[src/rtl/led_arb_pkg.sv]
// Shared types, constants and helpers for the LED share arbiter.
package led_arb_pkg;

    // Arbiter states: IDLE shows the heartbeat, OWN shows the owner's
    // pattern, HOLD keeps the last pattern frozen until it has been visible
    // long enough.
    typedef enum logic [1:0] {
        IDLE = 2'd0,
        OWN  = 2'd1,
        HOLD = 2'd2
    } state_t;

    // Number of LEDs per pattern: {led2, led1}.
    localparam int LED_W = 2;

    // Bits needed to hold the values 0..max_val (ceiling log2, never below 1).
    function automatic int width_for(input int max_val);
        int w;
        w = 1;
        while ((1 << w) <= max_val) begin
            w++;
        end
        return w;
    endfunction

endpackage

[src/rtl/led_tick_gen.sv]
// Prescaler producing a one-cycle tick every CLK_HZ/TICK_HZ clocks.
module led_tick_gen
    import led_arb_pkg::*;
#(
    parameter int CLK_HZ  = 100_000_000,
    parameter int TICK_HZ = 1000
) (
    input  logic clk,
    input  logic rst_n,
    output logic tick
);

    localparam int DIV   = CLK_HZ / TICK_HZ;
    localparam int CNT_W = width_for(DIV - 1);

    // A divider that does not come out even would drift the timebase.
    if ((CLK_HZ % TICK_HZ) != 0 || DIV < 1) begin : g_bad_ratio
        $error("led_tick_gen: CLK_HZ must be a non-zero multiple of TICK_HZ");
    end

    logic [CNT_W-1:0] cnt;

    // Free-running counter 0..DIV-1, wrapping back to zero.
    always_ff @(posedge clk) begin
        // NOTE: sequential state uses non-blocking assignments so every register
        // samples the pre-edge values of the others.
        if (!rst_n) begin
            cnt <= '0;
        end else if (cnt == CNT_W'(DIV - 1)) begin
            cnt <= '0;
        end else begin
            cnt <= cnt + 1'b1;
        end
    end

    assign tick = (cnt == CNT_W'(DIV - 1));

endmodule

[src/rtl/led_share_arbiter.sv]
// Fixed-priority sharing of the two board LEDs between N_REQ requesters,
// with a minimum visible hold time and an idle complementary heartbeat.
module led_share_arbiter
    import led_arb_pkg::*;
#(
    parameter int N_REQ          = 4,
    parameter int CLK_HZ         = 100_000_000,
    parameter int TICK_HZ        = 1000,
    parameter int MIN_HOLD_TICKS = 200,
    parameter int HB_HALF_TICKS  = 500
) (
    input  logic                     clk,
    input  logic                     rst_n,
    input  logic [N_REQ-1:0]         req,
    input  logic [LED_W*N_REQ-1:0]   pat,
    output logic [N_REQ-1:0]         gnt,
    output logic                     led1,
    output logic                     led2,
    output logic                     busy
);

    localparam int IDX_W  = width_for(N_REQ - 1);
    localparam int HOLD_W = width_for(MIN_HOLD_TICKS);
    localparam int DIV    = CLK_HZ / TICK_HZ;

    if (N_REQ < 2 || N_REQ > 8) begin : g_bad_nreq
        $error("led_share_arbiter: N_REQ must be in 2..8");
    end

    state_t              state_q, state_nxt;
    logic [IDX_W-1:0]    owner_q, win_idx;
    logic [HOLD_W-1:0]   hold_cnt_q;
    logic [LED_W-1:0]    led_q, led_nxt, owner_pat;
    logic [N_REQ-1:0]    gnt_nxt;
    logic                tick, hb_tick, hb_q;
    logic                any_req, hold_ok, grant_new, busy_nxt;

    // Hold timebase tick.
    led_tick_gen #(.CLK_HZ(CLK_HZ), .TICK_HZ(TICK_HZ)) u_tick (
        .clk  (clk),
        .rst_n(rst_n),
        .tick (tick)
    );

    // Heartbeat timebase: one pulse every HB_HALF_TICKS ticks, phase-aligned
    // with the hold tick because both dividers leave reset together.
    led_tick_gen #(.CLK_HZ(DIV * HB_HALF_TICKS), .TICK_HZ(1)) u_hb_tick (
        .clk  (clk),
        .rst_n(rst_n),
        .tick (hb_tick)
    );

    assign hold_ok = (hold_cnt_q == HOLD_W'(MIN_HOLD_TICKS));

    // Highest requesting index wins; owner pattern lookup.
    always_comb begin
        // NOTE: every combinational output gets a default first so no path
        // leaves it unassigned, which would infer a latch.
        win_idx = '0;
        any_req = 1'b0;
        for (int i = 0; i < N_REQ; i++) begin
            if (req[i]) begin
                win_idx = IDX_W'(i);
                any_req = 1'b1;
            end
        end
        owner_pat = pat[LED_W*int'(owner_q) +: LED_W];
    end

    // State register.
    always_ff @(posedge clk) begin
        if (!rst_n) begin
            state_q <= IDLE;
        end else begin
            state_q <= state_nxt;
        end
    end

    // Next-state logic and grant decision.
    always_comb begin
        state_nxt = state_q;
        grant_new = 1'b0;
        unique case (state_q)
            IDLE: begin
                if (any_req) begin
                    state_nxt = OWN;
                    grant_new = 1'b1;
                end
            end
            OWN: begin
                if (!req[owner_q]) begin
                    if (!hold_ok) begin
                        state_nxt = HOLD;
                    end else if (any_req) begin
                        grant_new = 1'b1;
                    end else begin
                        state_nxt = IDLE;
                    end
                end else if (win_idx > owner_q && hold_ok) begin
                    grant_new = 1'b1;
                end
            end
            HOLD: begin
                if (hold_ok) begin
                    if (any_req) begin
                        state_nxt = OWN;
                        grant_new = 1'b1;
                    end else begin
                        state_nxt = IDLE;
                    end
                end
            end
            default: state_nxt = IDLE;
        endcase
    end

    // Next values of the registered outputs.
    always_comb begin
        gnt_nxt  = '0;
        led_nxt  = led_q;
        busy_nxt = (state_nxt != IDLE);
        if (state_nxt == OWN) begin
            gnt_nxt = grant_new ? (N_REQ'(1) << win_idx) : gnt;
        end
        unique case (state_q)
            IDLE:    led_nxt = {~hb_q, hb_q};
            OWN:     led_nxt = owner_pat;
            default: led_nxt = led_q;
        endcase
    end

    // Owner index, hold counter and free-running heartbeat.
    always_ff @(posedge clk) begin
        if (!rst_n) begin
            owner_q    <= '0;
            hold_cnt_q <= '0;
            hb_q       <= 1'b0;
        end else begin
            if (grant_new) begin
                owner_q    <= win_idx;
                hold_cnt_q <= '0;
            end else if (tick && !hold_ok) begin
                hold_cnt_q <= hold_cnt_q + 1'b1;
            end
            if (hb_tick) begin
                hb_q <= ~hb_q;
            end
        end
    end

    // Output registers.
    always_ff @(posedge clk) begin
        if (!rst_n) begin
            gnt   <= '0;
            led_q <= 2'b10;
            busy  <= 1'b0;
        end else begin
            gnt   <= gnt_nxt;
            led_q <= led_nxt;
            busy  <= busy_nxt;
        end
    end

    assign led1 = led_q[0];
    assign led2 = led_q[1];

endmodule
[config.mk]
export PLATFORM = sky130hd
export DESIGN_NAME = led_share_arbiter
export DESIGN_NICKNAME = d
export VERILOG_FILES = /design/src/rtl/led_arb_pkg.sv /design/src/rtl/led_tick_gen.sv /design/src/rtl/led_share_arbiter.sv
export SDC_FILE = /design/constraint.sdc
export NUM_CORES = 1
export LEC_CHECK = 0
export BUFFER_PORTS_ARGS = -buffer_cell sky130_fd_sc_hd__buf_4
export CAP_MARGIN = 20
export CORE_MARGIN = 2
export CORE_UTILIZATION = 64
export DETAILED_ROUTE_END_ITERATION = 8
export MAX_ROUTING_LAYER = met4
export PLACE_DENSITY = 0.91
export SYNTH_ARGS = -nofsm -noshare
export SYNTH_HDL_FRONTEND = slang
export SYNTH_SLANG_ARGS = --single-unit
[constraint.sdc]
create_clock -name clk -period 4 [get_ports clk]
set_input_delay 0.8 -clock clk [delete_from_list [all_inputs] [get_ports clk]]
set_output_delay 0.8 -clock clk [all_outputs]
set_load 0.03 [all_outputs]
**Word level (Yosys, flattened, before mapping)**

Index checks and enable logic that the tools add are counted.

- Output and inout bits: 7
- Word-level logic and storage cells: 56
- Register bits after elaboration: 63

- Reduce and logical (&&, ||, !) cells: 10
- Shifts and indexed selects: 2
- Bitwise gates (word level): 2
- Add/sub/neg operators: 3
- Eq/ne operators: 6
- $lt $le $gt $ge: 2
- Mux-type cells: 22

Operators with widths:

| operator | count |
|---|---|
| adder 26 x 1 -> 26 bit (second input constant) | 1 |
| == test 26 bit (second input constant) | 1 |
| adder 17 x 1 -> 17 bit (second input constant) | 1 |
| == test 17 bit (second input constant) | 1 |
| two-way mux 2 bit | 7 |
| two-way mux 1 bit | 11 |
| adder 8 x 1 -> 8 bit (second input constant) | 1 |
| == test 8 bit (second input constant) | 1 |
| indexed part select 8 x 4 -> 2 bit | 1 |
| case mux 2 bit (3 select lines) | 1 |
| OR reduction 2 bit | 3 |
| == test 2 x 1 -> 1 bit (second input constant) | 2 |
| case mux 2 bit (2 select lines) | 1 |
| nonzero test 2 bit | 2 |
| << shifter 1 x 2 -> 4 bit (first input constant) | 1 |
| < comparator 2 x 3 -> 1 bit (second input constant) | 1 |
| case mux 1 bit (3 select lines) | 1 |
| binary-select mux 1 bit (select 2 bit) | 1 |
| == test 2 bit (second input constant) | 1 |
| greater-than comparator 2 bit | 1 |
| logical AND 1 bit | 2 |
| zero test 2 bit | 1 |
| NOT 1 bit | 2 |
| AND reduction 2 bit | 1 |
| zero test 1 bit | 1 |

**Logic depth before layout (Yosys ltp)**

- Depth in word-level cells: 10
- Gate-level depth with buffers: 9
- Mapped depth without buffers: 8

**Hierarchy**

From an unflattened synthesis, not the netlist that was laid out.

- Cells, all modules: 349
- Area, all modules: 3,091.7 um^2

By module, submodules not included:

| module | times used | seq. area each (um^2) | area an instance (um^2) | cells an instance |
|---|---|---|---|---|
| led_tick_gen at u_hb_tick | 1 | 520.5 | 1,234.9 | 142 |
| led_share_arbiter | 1 | 400.4 | 1,068.5 | 120 |
| led_tick_gen at u_tick | 1 | 340.3 | 788.3 | 87 |

**Worst setup path before layout**

Ideal clock, no wire load.

- Path kind: input to register
- From: in req[2]
- To: reg hold_cnt_q[2]
- Arrival time: 2.229 ns
- Path slack: 1.645 ns
- Data required time: 3.875 ns
- Stages: 9
- Cell sequence: nor2_1 > inv_1 > ha_1 > a21oi_1 > o2111ai_1 > a31oi_4 > nand2b_1 > buf_6 > a21oi_1

- Longest elaborated chain between the ends: 8
- Elaborated cells between the ends (all ways): 14

RTL lines:

| what | RTL line | source |
|---|---|---|
| start: declaration | led_share_arbiter.sv:14 | `input logic [N_REQ-1:0] req,` |
| two-way mux 2 bit (2 in a row) | led_share_arbiter.sv:62 | `if (req[i]) begin` |
| named net win_idx[1] | led_share_arbiter.sv:31 | `logic [IDX_W-1:0] owner_q, win_idx;` |
| greater-than comparator 2 bit | led_share_arbiter.sv:99 | `end else if (win_idx > owner_q && hold_ok) begin` |
| logical AND 1 bit | led_share_arbiter.sv:99 |  |
| two-way mux 1 bit | led_share_arbiter.sv:99 |  |
| two-way mux 1 bit | led_share_arbiter.sv:91 | `if (!req[owner_q]) begin` |
| case mux 1 bit (3 select lines) | led_share_arbiter.sv:83 | `unique case (state_q)` |
| OR reduction 2 bit (no source line) | -- |  |
| end signal: assignment | led_share_arbiter.sv:143 | `hold_cnt_q <= hold_cnt_q + 1'b1;` |
| end: declaration | led_share_arbiter.sv:32 | `logic [HOLD_W-1:0] hold_cnt_q;` |

The timed path passes the listed nets, and every way through them passes these cells. The select of a mux whose other input is x is not followed.
A chain may end at the register's enable or synchronous reset.

**Worst setup path in the final report**

- From: in req[2]
- To: reg hold_cnt_q[6]

Same word-level chain as after synthesis.

==> results.py <==
metrics = {
    "run_status": {
        "status": "completed",
    },
    "cells_and_area": {
        "final_nets": 363,
        "design_area_um2": 3320,
        "area_growth_pct": 12.5,
        "drive_gt1_frac": 0.130,
        "diodes": 0,
        "layoutNonFillerInstCount": 399,
    },
    "routing": {
        "post-route-drc-count": 0,
        "detail_route.wl_per_cell_um": 15.0,
        "vias_per_cell": 5.86,
        "drtAntennaViolNets": 0,
        "dr.pass1.iters": 5,
        "first_iter_violations": 107,
        "wirelength_um": 5990,
        "vias": 2339,
    },
    "place": {
        "hpwl_um": 3880,
        "io_buffer_count": 20,
        "dp_cells": 383,
        "place_area_um2": 3110,
        "gp_congestion": 0.787,
    },
    "clock_network": {
        "clkTransAtPathRegs_ns": 0.07,
        "cts_buffers": 9,
        "cts_tree": "built",
        "cts_htree_levels": 3,
        "post_cts_resized": 0,
        "cts_sinks": 63,
        "cts.path.max_buffers": 2,
        "postCtsHoldBufs": 0,
        "clock_latency_ns": 0.34,
        "postCtsSetupBuffers": 0,
        "cts_root_buf": "clkbuf_8",
    },
    "grt": {
        "antenna_found_initial": 0,
        "grt_use_total": 0.257,
        "grt_pass1_wl_um": 9920,
        "grt_max_degree": 24,
        "grt.overflow.total": 0,
        "grt_pass1_vias": 2253,
    },
    "yosys": {
        "yosys_warnings": 0,
        "synth_seq_area_share": 0.427,
        "ys_ff_latch": 63,
        "synthDistinctLibCells": 39,
        "synth_top_cell_area_share": 0.427,
        "synth_edf_count": 0,
        "syn-num-nets": 342,
        "ys_top_cells_by_count": "dfxtp_1, nor2_1, xor2_1",
        "netlist_area_um2": 2950,
        "synthTopCellsByArea": "dfxtp_1, xor2_1, nor2_1, xnor2_1, nand3_1",
        "synth_flop_cell": "dfxtp_1",
        "async_flop_share": 0,
        "synth.avg_cell_area_um2": 9.16,
        "synth_top_area_cell": "dfxtp_1",
        "syn_inst": 322,
        "synth.most_common_cell": "dfxtp_1",
    },
    "sta": {
        "finalHoldViolations": 0,
        "skew_ns": 0.00710,
        "tightest_slew_ns": 0.785,
        "tns_ns": 0,
        "rsz0062_at_grt": "false",
        "slew_headroom": 0.471,
        "slew_violations": 0,
        "hold_slack_ns": 0.471,
        "fin_crit_ns": 2.59,
        "setup_violations": 0,
        "fmax_ghz": 0.386,
        "fin_crit_sh": 0.647,
    },
    "floorplan": {
        "num_rows": 24,
        "core_area_um2": 4380,
        "die_area_um2": 5170,
        "initial_core_util": 0.673,
        "die-height_um": 71.9,
        "boundaryPins": 21,
        "die_w_um": 71.9,
    },
    "setup_path": {
        "critPathBufInv": 2,
        "worstPathCellList": "buf_4, nor2_1, inv_1, ha_1, a21oi_1, o2111ai_1, a31oi_4, nand2b_1, nor2_1",
        "crit_path_frequent_cell": "nor2_1",
        "start_kind": "primary input",
        "max_stage_delay_ns": 0.40,
        "cp_max_fo": 10,
        "worstPathArrival_ns": 2.81,
        "cp-end-kind": "flop",
        "cpLargestDelayFamily": "compound AO/OA/AOI/OAI gates",
        "critPathSlowestCell": "a31oi_4",
        "critPathKind": "in -> reg",
        "required_ns": 4.22,
    },
    "hold_path": {
        "hold_path.class": "reg -> reg",
    },
    "pwr": {
        "vdd_drop_max_mv": 0.272,
        "pwr_density_cell_nw_per_um2": 411,
        "power_uw": 1360,
        "leakagePower_uw": 0.00127,
    },
    "job": {
        "cap_violations": 0,
    },
}
==> flip-flops by register name, indices dropped and copies added (netlist names) <==
signal and flops:
hold_cnt_q 8, gnt 4, hb_q 1, u_tick.cnt 17, owner_q 2, u_hb_tick.cnt 26
led_q 2, busy 1, state_q 2
==> worst reg2reg max path, stage by stage (launching register included) <==
cell,delay (ns)
dfxtp_1,0.37
inv_1,0.09
ha_1,0.19
and4b_1,0.28
a21oi_1,0.36
nor2_1,0.07
o21ai_0,0.66
nor2_1,0.13
==> logic make-up after synthesis <==
| group | share of synthesized area |
|---|---|
| AO/OA/AOI/OAI | 0.0373 |
| XOR/XNOR | 0.137 |
| adder cells (fa/ha/maj) | 0.0254 |
| buffers and inverters | 0.0305 |
| flip-flops | 0.427 |
| multiplexers | 0.0492 |
| AND/OR/NAND/NOR | 0.293 |
==> per-layer routing <==
metal	track usage	wire, um	vias up
met2	0.404	2960	59
met4	0.157	230	0
li1	-	-	1145
met1	0.290	2540	1107
met5	-	0	-
met3	0.0708	272	28
==> power by group <==
group,internal (uW),switching (uW),leakage [uW]
registers,647,25.3,0.000511
clock network,317,234,0.0000985
logic,64.6,76.8,0.000663
==> placed cells by master, fill, tap and decap left out, types with 6 or more instances in the layout <==
cell / n
nand4_1: 15
nor2_1: 59
xor2_1: 31
and4_1: 6
dfxtp_1: 63
inv_1: 10
nand2_1: 21
and2_1: 6
clkbuf_8: 11
nor3_1: 6
ha_1: 6
xnor2_1: 15
nand3_1: 20
buf_4: 21
mux2i_1: 7
==> worst paths after layout <==
kind | start | end | slack, ns | cells after the start
worst min register to register | u_hb_tick.cnt[0] | u_hb_tick.cnt[0] | 0.47 | 1
worst min-delay path | u_hb_tick.cnt[0] | u_hb_tick.cnt[0] | 0.47 | 1
worst max-delay path | req[2] | hold_cnt_q[6] | 1.41 | 9
worst max register to register | hold_cnt_q[0] | gnt[2] | 1.71 | 7
==> metrics by stage <==
step	worst slack (ns)	utilization
after detailed placement	1.27	0.710
after global routing	1.26	0.757
after CTS	1.46	0.755
final	1.41	0.757
after floorplan	1.65	-
after global placement	1.37	0.710
==> layout make-up <==
cell class,instances,area [um2]
Sequential cell,63,1260
Clock buffer,12,155
Tap cell,52,65.1
Timing Repair Buffer,21,158
Fill cell,275,1070
Multi-Input combinational cell,238,1600
Clock inverter,3,42.5
Inverter,10,37.5
(Power assumes the default switching activity.)
